$ cat src/rtl/store_trace_monitor.sv
// store_trace_monitor: taps the core's data-memory store port, queues every
// store {DataAdr, WriteData} into a DEPTH-entry trace FIFO drained over a
// valid/ready handshake, and runs a RUN/PASS/FAIL verdict FSM for
// self-checking programs.
// Optional build macro STORE_TRACE_TIMEOUT_EN adds a RUN-state watchdog that
// forces FAIL after TIMEOUT cycles without a verdict.
module store_trace_monitor #(
    parameter int          DEPTH        = 8,
    parameter logic [31:0] PASS_ADDR    = 32'd108,
    parameter logic [31:0] PASS_DATA    = 32'hABCDE7E5,
    parameter logic [31:0] SCRATCH_ADDR = 32'd96,
    parameter logic [31:0] TIMEOUT      = 32'd300
) (
    input  logic                         clk,
    input  logic                         reset,
    input  logic                         MemWrite,
    input  logic [31:0]                  DataAdr,
    input  logic [31:0]                  WriteData,
    output logic                         out_valid,
    input  logic                         out_ready,
    output logic [31:0]                  out_addr,
    output logic [31:0]                  out_data,
    output logic [$clog2(DEPTH+1)-1:0]   count,
    output logic                         overflow,
    output logic                         done,
    output logic                         pass
);

    localparam int PW = $clog2(DEPTH);
    localparam int CW = $clog2(DEPTH+1);

    typedef struct packed {
        logic [31:0] addr;
        logic [31:0] data;
    } entry_t;

    typedef enum logic [1:0] {RUN, PASS, FAIL} state_t;

    entry_t          mem [DEPTH];
    logic [PW-1:0]   wr_ptr, rd_ptr, rd_nxt;
    logic [CW-1:0]   cnt_nxt;
    logic            full, pop, push_ok;
    entry_t          head_nxt;
    state_t          state;

    assign full    = (count == CW'(DEPTH));
    assign pop     = out_valid && out_ready;
    // A pop on the same edge frees the slot, so a full FIFO still accepts.
    assign push_ok = MemWrite && (!full || pop);
    assign rd_nxt  = pop ? rd_ptr + 1'b1 : rd_ptr;

    // Next occupancy: only push-only or pop-only edges move the count.
    always_comb begin
        cnt_nxt = count;
        case ({push_ok, pop})
            2'b10:   cnt_nxt = count + 1'b1;
            2'b01:   cnt_nxt = count - 1'b1;
            default: cnt_nxt = count;
        endcase
    end

    // Next head: bypass the incoming store when it lands in the head slot.
    always_comb begin
        head_nxt = mem[rd_nxt];
        if (push_ok && (wr_ptr == rd_nxt))
            head_nxt = '{addr: DataAdr, data: WriteData};
    end

    // Trace storage; contents need no reset since occupancy gates visibility.
    always_ff @(posedge clk) begin
        if (push_ok)
            mem[wr_ptr] <= '{addr: DataAdr, data: WriteData};
    end

    // Pointers, occupancy, registered head and sticky overflow.
    always_ff @(posedge clk or posedge reset) begin
        if (reset) begin
            wr_ptr    <= '0;
            rd_ptr    <= '0;
            count     <= '0;
            out_valid <= 1'b0;
            out_addr  <= '0;
            out_data  <= '0;
            overflow  <= 1'b0;
        end else begin
            if (push_ok)
                wr_ptr <= wr_ptr + 1'b1;
            rd_ptr    <= rd_nxt;
            count     <= cnt_nxt;
            out_valid <= (cnt_nxt != '0);
            if (cnt_nxt != '0) begin
                out_addr <= head_nxt.addr;
                out_data <= head_nxt.data;
            end
            if (MemWrite && full && !pop)
                overflow <= 1'b1;
        end
    end

    // Verdict for one store while in RUN. Written as an if-chain so an X
    // address or data falls through to FAIL in simulation.
    function automatic state_t decide(input logic [31:0] a, input logic [31:0] d);
        state_t s;
        s = FAIL;
        if (a == PASS_ADDR) begin
            if (d == PASS_DATA)
                s = PASS;
            else
                s = FAIL;
        end else if (a == SCRATCH_ADDR) begin
            s = RUN;
        end else begin
            s = FAIL;
        end
        return s;
    endfunction

`ifdef STORE_TRACE_TIMEOUT_EN
    logic [31:0] tmo_cnt;

    // Watchdog counts RUN cycles and freezes once a verdict exists.
    always_ff @(posedge clk or posedge reset) begin
        if (reset)
            tmo_cnt <= '0;
        else if (state == RUN)
            tmo_cnt <= tmo_cnt + 32'd1;
    end
`endif

    // Verdict FSM with registered done/pass; PASS and FAIL are terminal.
    always_ff @(posedge clk or posedge reset) begin
        if (reset) begin
            state <= RUN;
            done  <= 1'b0;
            pass  <= 1'b0;
        end else if (state == RUN) begin
            if (MemWrite && (decide(DataAdr, WriteData) != RUN)) begin
                state <= decide(DataAdr, WriteData);
                done  <= 1'b1;
                pass  <= (decide(DataAdr, WriteData) == PASS);
            end
`ifdef STORE_TRACE_TIMEOUT_EN
            else if (tmo_cnt == TIMEOUT - 32'd1) begin
                state <= FAIL;
                done  <= 1'b1;
                pass  <= 1'b0;
            end
`endif
        end
    end

endmodule

$ cat config.mk
export PLATFORM = sky130hd
export DESIGN_NAME = store_trace_monitor
export DESIGN_NICKNAME = d
export VERILOG_FILES = /design/src/rtl/store_trace_monitor.sv
export SDC_FILE = /design/constraint.sdc
export NUM_CORES = 1
export LEC_CHECK = 0
export BUFFER_PORTS_ARGS = -buffer_cell sky130_fd_sc_hd__clkbuf_2
export CAP_MARGIN = 20
export CORE_MARGIN = 4
export CORE_UTILIZATION = 43
export DETAILED_ROUTE_END_ITERATION = 6
export HOLD_SLACK_MARGIN = 0.12
export PLACE_DENSITY = 0.7
export SYNTH_ARGS = -nofsm -noshare
export SYNTH_HDL_FRONTEND = slang
export SYNTH_SLANG_ARGS = --single-unit
$ cat constraint.sdc
create_clock -name clk -period 10 [get_ports clk]
set_clock_uncertainty 0.1 [all_clocks]
set_input_delay 2 -clock clk [delete_from_list [all_inputs] [get_ports clk]]
set_output_delay 2 -clock clk [all_outputs]
set_load 0.01 [all_outputs]
Word level (Yosys, flattened, before mapping)
Memory sizes are Yosys's and may differ from the RTL's. A register that Yosys moved wholly into a read port is not among the register bits.
Cells that the tools add are included.
Storage, ports and cells
  memories kept: 1
  output and inout bits: 72
  input bits: 68
  bits in read-only memories: 0
  bits in latches: 0
  register bits: 16
  memory bits (writable): 512
  logic and storage cells: 42
Operators by class
  multiplexer cells: 10
  magnitude comparators: 0
  equal/unequal tests: 7
  shifts and indexed selects: 0
  $add $sub $neg: 4
  bitwise gates (word level): 0
  divide/modulo/power cells: 0
  multiply operators: 0
  reduce and logical (&&, ||, !) cells: 12
Memory list
  mem: words 8, bits a word 64, rd ports 1, clocked after Yosys merged registers in 1, write ports 1, RTL line 39  | entry_t mem [DEPTH];
Operators with widths (count)
  32-bit by 7-bit == test with 1-bit output (second input constant): 2
  32-bit == test (second input constant): 1
  2-bit two-way mux: 6
  4-bit one-hot mux with 2 select lines: 1
  3-bit by 1-bit adder with 3-bit output (second input constant): 2
  1-bit logical AND: 5
  4-bit by 1-bit adder with 4-bit output (second input constant): 1
  2-bit by 1-bit == test with 1-bit output (second input constant): 2
  4-bit == test (second input constant): 1
  4-bit nonzero test: 1
  4-bit by 1-bit subtractor with 4-bit output (second input constant): 1
  3-bit two-way mux: 1
  2-bit == test (second input constant): 1
  1-bit zero test: 2
  2-bit zero test: 1
  1-bit two-way mux: 2
  2-bit AND reduction: 1
  2-bit nonzero test: 1
  1-bit logical OR: 1

Depth between registers and ports, before layout
Gate-level depths: netlist of the first run.
  depth after elaboration: 9
  depth in mapped cells: 10

Worst setup path after synthesis of the first run
OpenSTA, ideal clock, no wires.
  path type: input-to-reg
  start: input port out_ready
  end: memory mem[0][0] (netlist name) (enable)
  stages on the path: 5
  library setup time: 0.644 ns
  path slack: 0.615 ns
  arrival: 8.641 ns
  cell sequence: nand2_1 -> inv_1 -> o21ai_1 -> clkbuf_1 -> nor4_1
Between the ends
  cells in the longest elaborated chain, start to end: 5
Ends and longest elaborated chain
  from (decl): RTL line 20  | input logic out_ready,
  1-bit logical AND: RTL line 47  | assign pop = out_valid && out_ready;
  1-bit logical OR: RTL line 49  | assign push_ok = MemWrite && (!full || pop);
  1-bit logical AND: RTL line 49
  1-bit two-way mux: RTL line 71  | if (push_ok)
  1-bit two-way mux (not written as such): RTL line 72  | mem[wr_ptr] <= '{addr: DataAdr, data: WriteData};
  to (decl): RTL line 39
No other way between the ends.

Worst setup path after layout of the first run
  start: input port out_ready
  end: register out_addr[9], read port of mem
Between the ends
  cells in the longest elaborated chain, start to end: 6
  elaborated cells between the ends (all ways): 8
Ends and longest elaborated chain
  1-bit logical AND (*): RTL line 47
  1-bit logical OR: RTL line 49
  1-bit logical AND: RTL line 49
  2-bit by 1-bit == test with 1-bit output or 2-bit == test (tied branches): RTL line 55  | case ({push_ok, pop})
  4-bit one-hot mux with 2 select lines: RTL line 55
  4-bit nonzero test: RTL line 91  | if (cnt_nxt != '0) begin
  to (decl): RTL line 21  | output logic [31:0] out_addr,
Mark *: on every way between the ends. The rest lies on a longest branch, timed or not.
A chain may end at the register's enable or synchronous reset.

==> results of run 1 <==
==> cell usage after synthesis (all sizes together), types with 4 or more instances <==
library cell	n
a31oi	63
buf	40
clkbuf	37
dfrtp	80
edfxtp	512
inv	8
mux2	67
mux2i	6
mux4	127
nand2	132
nand4	4
nand4b	4
nor2	8
nor3	7
nor4	71
xnor2	7
xor2	5
==> worst max path at each step <==
stage | startpoint | end | slack (ps) | depth (start not counted)
after floorplan | out_ready | mem[0][0]$_DFFE_PP_ | 620 | 5
after global placement | out_ready | out_data[23]$_DFFE_PP0P_ | 4220 | 9
after detailed placement | out_ready | out_data[3]$_DFFE_PP0P_ | 4150 | 9
after CTS | out_ready | out_data[22]$_DFFE_PP0P_ | 4790 | 9
after global routing | out_ready | out_addr[8]$_DFFE_PP0P_ | 4790 | 8
final | out_ready | out_addr[9]$_DFFE_PP0P_ | 4820 | 8
==> per-layer routing <==
metal	global-route usage, %	up-vias
met2	31.61	512
met3	4.468	97
li1	-	5228
met1	27.25	6572
met5	0	-
met4	5.614	10
==> per-stage QoR <==
step	worst slack, ps	cell area, sq um	power [mW]	util [%]
2_1_floorplan	615.1	23260	5.950	-
3_3_place_gp	4222	24790	6.994	46.70
3_5_place_dp	4153	24790	7.061	46.70
4_1_cts	4788	26740	9.306	50.37
5_1_grt	4791	26790	9.695	50.47
6_report	4815	26800	9.230	50.49
==> layout by cell type (no fill, tap or decap), types with 4 or more instances in the layout <==
cell type / Yosys / final
clkinv_2: 0 / 6
clkbuf_8: 0 / 5
xnor2_1: 7 / 6
clkbuf_16: 0 / 58
nand4b_1: 4 / 4
bufinv_16: 0 / 9
a31oi_1: 63 / 62
nor4_1: 71 / 70
mux4_2: 127 / 127
nor2_1: 8 / 5
mux2i_1: 6 / 6
inv_1: 7 / 6
buf_4: 4 / 28
nand4_1: 4 / 4
clkbuf_1: 37 / 25
diode_2: 0 / 6
mux2_2: 17 / 16
edfxtp_1: 512 / 512
dfrtp_1: 80 / 80
nand2_1: 132 / 132
mux2_1: 50 / 50
nor3_2: 1 / 4
clkbuf_2: 0 / 139
==> sequential cells by signal, indices dropped and copies added (netlist names) <==
signal / cells
count: 4
done: 1
mem: 512
out_addr: 32
out_data: 32
out_valid: 1
overflow: 1
pass: 1
rd_ptr: 3
state: 2
wr_ptr: 3
==> layout make-up <==
| cell class | count | area share (%) |
|---|---|---|
| multi-input combinational | 530 | 20.93 |
| clock buffer | 88 | 6.023 |
| sequential | 592 | 64.84 |
| clock inverter | 19 | 1.256 |
| antenna | 6 | 0.05603 |
| inverter | 8 | 0.1214 |
| timing repair buffer | 169 | 3.558 |
| tap | 688 | 3.212 |
==> where the power goes <==
group | switching (mW) | internal [mW]
combinational | 2.08 | 1.52
clock | 0.893 | 1.34
sequential | 0.196 | 3.20
total | 3.17 | 6.06
==> logic make-up (layout without fill, tap and decap cells) <==
family | after synthesis | after routing | synth area share [%]
fa+ha+maj | 3 | 3 | 0.1614
simple gates | 241 | 241 | 5.126
other cells | 0 | 6 | 0
flops | 592 | 592 | 74.71
compound gates | 74 | 74 | 2.012
mux | 200 | 200 | 15.80
buf+inv | 85 | 284 | 1.743
xor+xnor | 12 | 12 | 0.4519
==> impl_table.tex, run 1 <==
\begin{tabular}{lr}
\hline
Metric & Value \\
\hline
\multicolumn{2}{l}{\textbf{Routing}} \\
Initial drt markers & 1303 \\
Total vias in the final route & 12419 \\
Post-route antenna net violation count & 0 \\
DR vias/cell & 5.914 \\
Wire length per cell after detailed routing & 27.14 microns \\
Metal2 WL & 27.98 mm \\
Number of remaining DRC errors & 0 \\
Amount of wire on met3 after detailed routing & 4.554 mm \\
Detailed-route wire length on metal 1 & 23.10 mm \\
Routed WL & 56.98 mm \\
Drt pass-1 iters & 5 \\
Top metal layer carrying routed signals & met5 \\
\multicolumn{2}{l}{\textbf{Yosys}} \\
Main synth FF type & edfxtp\_1 \\
Number of flops mapped to enable cells by yosys & 512 \\
Yosys warning total & 0 \\
Async set-reset flop share out of synthesis & 13.51\% \\
Synth Register Bits & 592 \\
Synth top area cells & edfxtp\_1, mux4\_2, dfrtp\_1 \\
Cells after Synth & 1207 \\
Mean instance size in the synthesized netlist & 19.27 sq um \\
Net count after synthesis & 1278 \\
Cell variety after synth & 43 \\
Sequential share of the synthesized area & 74.71\% \\
Cell accounting for the most synthesized area & edfxtp\_1 \\
Post-Syn Area & 23260 sq um \\
Share of Yosys cell area claimed by the top area cell type & 66.10\% \\
\multicolumn{2}{l}{\textbf{CTS}} \\
Clock transition at path regs & 60 ps \\
Total clock buffers created by CTS & 57 \\
Clock tree buffer depth & 3 \\
Max H-tree Level & 2 \\
PostCTS Resize Cnt & 0 \\
Clock latency reported for the late side of the worst-skew pair & 600 ps \\
Sinks on Clock Net & 592 \\
Post CTS Setup Buffer Count & 0 \\
Hold buffer count at CTS & 0 \\
Clock tree from TritonCTS & built \\
Root cell of the clock tree & clkbuf\_16 \\
\multicolumn{2}{l}{\textbf{Floorplan}} \\
Total Die Area & 57880 sq um \\
Die boundary height & 240.6 microns \\
Core area & 53080 sq um \\
Cell row count & 84 \\
Die width & 240.6 microns \\
Initial Util & 43.82\% \\
I/O pin total & 140 \\
\multicolumn{2}{l}{\textbf{Power}} \\
Areal power density over the cells & 344.4 nW/um\^{}2 \\
Peak supply drop & 0.2719 mV \\
Leak & 9.027 nW \\
\multicolumn{2}{l}{\textbf{GRT}} \\
Congestion Overflow GR & 0 \\
Pin count of the biggest net entering global routing & 67 \\
Antenna violations before repair & 11 \\
Wire length of the first global-routing pass & 83.68 mm \\
GRT Resource Usage Total & 19.60\% \\
Vias in the first global route & 12729 \\
\multicolumn{2}{l}{\textbf{Finish}} \\
Area added between synthesis and finish & 15.21\% \\
Fraction of final layout cells sized beyond drive strength 1 & 29.37\% \\
Area occupied by multi-input gates & 5609 sq um \\
Non-filler cells, final & 2100 \\
Count of fill cells added during filler insertion & 4225 \\
Area taken by flip-flops and latches & 17380 sq um \\
Number of nets in the final layout & 1429 \\
\multicolumn{2}{l}{\textbf{Timing}} \\
Min Clock Period, post-route & 5185 ps \\
Pin slew with the least headroom to its limit & 1061 ps \\
FMAX & 0.1929 GHz \\
Slew headroom & 29.26\% \\
Count of final hold-check violations & 0 \\
Fin Setup TNS & 0 ps \\
Number of endpoints failing setup at the final stage & 0 \\
RSZ-0062 raised after global routing & no \\
Hold Worst Slack & 369.7 ps \\
Slew Viols, Final & 0 \\
Part of the cycle the worst path needs & 51.85\% \\
\multicolumn{2}{l}{\textbf{Critical path}} \\
Category of the worst setup path launch point & input pin \\
Arrival time of the worst setup path & 5550 ps \\
Number of buffers and inverters on the critical path & 2 \\
Depth of the worst register-to-register path & 7 \\
Largest stage delay on the critical path & 890 ps \\
Reg-to-Reg Start & wr\_ptr[0]\$\_DFFE\_PP0P\_ \\
Kind of cell with the highest combined delay on the critical path & simple AND/OR/NAND/NOR gates \\
Slowest CP cell & or3\_2 \\
Capturing element type of the critical path & flop \\
Reg2Reg Setup Slack & 5740 ps \\
Maximum fanout count along the critical path & 34 \\
End of the worst register-to-register path & out\_addr[9]\$\_DFFE\_PP0P\_ \\
Series of cell instances along the critical path & clkbuf\_2, nand2\_1, nor3\_1, a31oi\_4, or3\_2, buf\_4, a31oi\_1, mux2\_2 \\
Critical setup path kind & in -> reg \\
Worst path required time & 10370 ps \\
\multicolumn{2}{l}{\textbf{Hold path}} \\
Destination of the worst hold path & done\$\_DFFE\_PP0P\_ \\
Beginning of the worst hold path & done\$\_DFFE\_PP0P\_ \\
Min-Delay Path Depth & 1 \\
Hold WC Path Type & reg -> reg \\
\multicolumn{2}{l}{\textbf{Status}} \\
Status & finished clean \\
\multicolumn{2}{l}{\textbf{Place}} \\
HPWL after detailed placement & 30.90 mm \\
Weighted congestion at the end of routability-driven global placement & 0.7423 \\
IO Port Bufs & 139 \\
Placed Instances & 1985 \\
\multicolumn{2}{l}{\textbf{Flow run}} \\
Max-cap violation count & 0 \\
\hline
\end{tabular}
(Power assumes the default switching activity.)
==> inputs of run 2 (changes only) <==
==> constraint.sdc (replaced) <==
create_clock -name clk -period 5.25 [get_ports clk]
set_clock_uncertainty 0.1 [all_clocks]
set_input_delay 1.05 -clock clk [delete_from_list [all_inputs] [get_ports clk]]
set_output_delay 1.05 -clock clk [all_outputs]
set_load 0.01 [all_outputs]
==> run 2 against run 1 <==
Total power grew 94%. Combinational power grew 89%. Core utilization rose by 0.48 points. Wire length down 2.5%. First-iteration DRC count shrank 5.2%. Clock power increased by 110%. Critical path type unchanged. Largest cell class unchanged.
==> impl_table.tex, run 2 (same netlist as run 1, synthesis figures left out) <==
\begin{tabular}{lr}
\hline
Metric & Value \\
\hline
\multicolumn{2}{l}{\textbf{Status}} \\
Status & finished clean \\
\multicolumn{2}{l}{\textbf{Routing}} \\
Post-route antenna net violation count & 0 (unchanged) \\
Drt pass-1 iters & 5 (unchanged) \\
Initial drt markers & 1235 (-5.2\%) \\
Number of remaining DRC errors & 0 (unchanged) \\
Wire length per cell after detailed routing & 26.45 microns (-2.5\%) \\
DR vias/cell & 5.844 (-1.2\%) \\
Routed WL & 55.57 mm (-2.5\%) \\
Total vias in the final route & 12278 (-1.1\%) \\
\multicolumn{2}{l}{\textbf{CTS}} \\
Post CTS Setup Buffer Count & 0 (unchanged) \\
Clock latency reported for the late side of the worst-skew pair & 600 ps (about the same) \\
Clock tree buffer depth & 3 (unchanged) \\
Clock tree from TritonCTS & built \\
Sinks on Clock Net & 592 (unchanged) \\
Max H-tree Level & 2 (unchanged) \\
Total clock buffers created by CTS & 58 (+1.8\%) \\
Hold buffer count at CTS & 0 (unchanged) \\
Clock transition at path regs & 60 ps (about the same) \\
PostCTS Resize Cnt & 0 (unchanged) \\
Root cell of the clock tree & clkbuf\_16 \\
\multicolumn{2}{l}{\textbf{Power}} \\
Switching power total & 6.032 mW (+90\%) \\
Internal power & 11.86 mW (+96\%) \\
Areal power density over the cells & 661.4 nW/um\^{}2 (+92\%) \\
Leak & 9.133 nW (+1.2\%) \\
Clock network fraction of design power & 25.6\% (+1.4 points) \\
Peak supply drop & 0.5706 mV (+110\%) \\
Part of the power in combinational logic & 38.1\% (-0.8 points) \\
Switching power share of the total & 33.71\% (-0.60 points) \\
Sequential fraction of design power & 36.3\% (-0.5 points) \\
\multicolumn{2}{l}{\textbf{Timing}} \\
FMAX & 0.2914 GHz \\
Number of endpoints failing setup at the final stage & 0 (unchanged) \\
Part of the cycle the worst path needs & 65.37\% \\
Slew Viols, Final & 0 (unchanged) \\
Count of final hold-check violations & 0 (unchanged) \\
RSZ-0062 raised after global routing & no \\
Slew headroom & 25.93\% (-3.3 points) \\
Fin Setup TNS & 0 ps (unchanged) \\
Pin slew with the least headroom to its limit & 1111 ps (+49.93 ps) \\
Min Clock Period, post-route & 3432 ps \\
\multicolumn{2}{l}{\textbf{Finish}} \\
Fraction of final layout cells sized beyond drive strength 1 & 30.06\% (+0.69 points) \\
Max FFs per register & 512 (unchanged) \\
Number of nets in the final layout & 1428 (-0.070\%) \\
Register containing the most flip-flops in the final layout & mem \\
Count of fill cells added during filler insertion & 4197 (-0.66\%) \\
Most used cells in the layout excluding fill and tap cells & edfxtp\_1, clkbuf\_2, nand2\_1 \\
Area added between synthesis and finish & 16.31\% \\
Commonest non-fill, non-tap cell in the layout & edfxtp\_1 \\
Regs by FF count & mem x512, out\_addr x32, out\_data x32 \\
Final core utilization & 50.97\% (+0.48 points) \\
\multicolumn{2}{l}{\textbf{Floorplan}} \\
Die width & 240.6 microns (unchanged) \\
Core area & 53080 sq um (unchanged) \\
Total Die Area & 57880 sq um (unchanged) \\
Die boundary height & 240.6 microns (unchanged) \\
Cell row count & 84 (unchanged) \\
Initial Util & 43.82\% (unchanged) \\
I/O pin total & 140 (unchanged) \\
\multicolumn{2}{l}{\textbf{GRT}} \\
GRT Resource Usage Total & 19.33\% (-0.27 points) \\
Congestion Overflow GR & 0 (unchanged) \\
Antenna violations before repair & 9 (-2) \\
Vias in the first global route & 12807 (+0.61\%) \\
Wire length of the first global-routing pass & 82.87 mm (-0.96\%) \\
Pin count of the biggest net entering global routing & 87 (+30\%) \\
\multicolumn{2}{l}{\textbf{Critical path}} \\
Worst path required time & 5370 ps (-5000 ps) \\
Series of cell instances along the critical path & clkbuf\_2, nand2\_1, inv\_1, o21ai\_4, buf\_4, inv\_1, nand2\_1, nor2\_4, buf\_4 \\
Maximum fanout count along the critical path & 64 (+88\%) \\
Capturing element type of the critical path & flop \\
Largest stage delay on the critical path & 850 ps (-40 ps) \\
Number of buffers and inverters on the critical path & 5 (+3) \\
Critical setup path kind & in -> reg \\
Category of the worst setup path launch point & input pin \\
Slowest CP cell & buf\_4 \\
Arrival time of the worst setup path & 3550 ps (-2000 ps) \\
Kind of cell with the highest combined delay on the critical path & buffers and inverters \\
\multicolumn{2}{l}{\textbf{Place}} \\
Weighted congestion at the end of routability-driven global placement & 0.7297 (-1.7\%) \\
HPWL after detailed placement & 30.20 mm (-2.3\%) \\
IO Port Bufs & 139 (unchanged) \\
\multicolumn{2}{l}{\textbf{Hold path}} \\
Hold WC Path Type & reg -> reg \\
\multicolumn{2}{l}{\textbf{Flow run}} \\
Max-cap violation count & 0 (unchanged) \\
\hline
\end{tabular}
==> run 2: worst register-to-register path, delay by kind of cell (launching register included) <==
kind | cells | cell delay (ps)
buffers and inverters | 4 | 1540
and+or+nand+nor | 3 | 740
DFF | 1 | 440
AOI/OAI and AO/OA | 1 | 80
==> run 2: final timing paths <==
check	startpoint	to	slack, ps	cells after the start
worst min register to register	overflow$_DFFE_PP0P_	overflow$_DFFE_PP0P_	380	1
worst max register to register	out_valid$_DFF_PP0_	mem[3][47]$_DFFE_PP_	1930	8
max in group asynchronous	reset	out_data[15]$_DFFE_PP0P_	3520	3
min in group asynchronous	reset	out_data[5]$_DFFE_PP0P_	440	2
worst min-delay path	overflow$_DFFE_PP0P_	overflow$_DFFE_PP0P_	380	1
worst max-delay path	out_ready	mem[3][47]$_DFFE_PP_	1820	9
==> run 2: power by group through the flow <==
stage,Sequential [mW],Combinational (mW),Clock (mW)
after floorplan,6.61,4.71,0
after global placement,6.54,6.80,0
after detailed placement,6.59,6.90,0
after CTS,6.50,6.93,4.64
after global routing,6.57,7.41,4.85
final,6.49,6.82,4.58
==> run 2: cell type report <==
type,count,area (sq um),share of cell area [%]
clock buffers,77,1647,6.086
clock inverters,33,493.0,1.822
flip-flops and latches,592,17380,64.23
multi-input cells,530,5635,20.83
repair buffers,167,993.5,3.672
diodes,6,15.01,0.05550
well taps,688,860.8,3.182
inverters,8,32.53,0.1202
==> run 2: routing by layer <==
layer | GRT usage, % | wire (microns) | up-vias | share of wire, %
met1 | 27.35 | 22780 | 6450 | 41
met5 | 0 | 34 | - | 0.061
met4 | 4.547 | 855 | 6 | 1.5
li1 | - | - | 5228 | -
met2 | 30.64 | 26990 | 525 | 49
met3 | 5.028 | 4902 | 69 | 8.8
==> run 2: through the flow <==
step | hold slack [ps] | area (sq um) | std cells | setup slack [ps] | power, mW
after global routing | 406.9 | 27040 | 2096 | 1704 | 18.83
after CTS | 387.6 | 27040 | 2095 | 1846 | 18.07
final | 381.0 | 27050 | 2101 | 1818 | 17.89
after global placement | 350.7 | 24900 | 1985 | 1312 | 13.34
after floorplan | 342.7 | 23270 | 1207 | -1471 | 11.32
after detailed placement | 371.8 | 24900 | 1985 | 1225 | 13.49
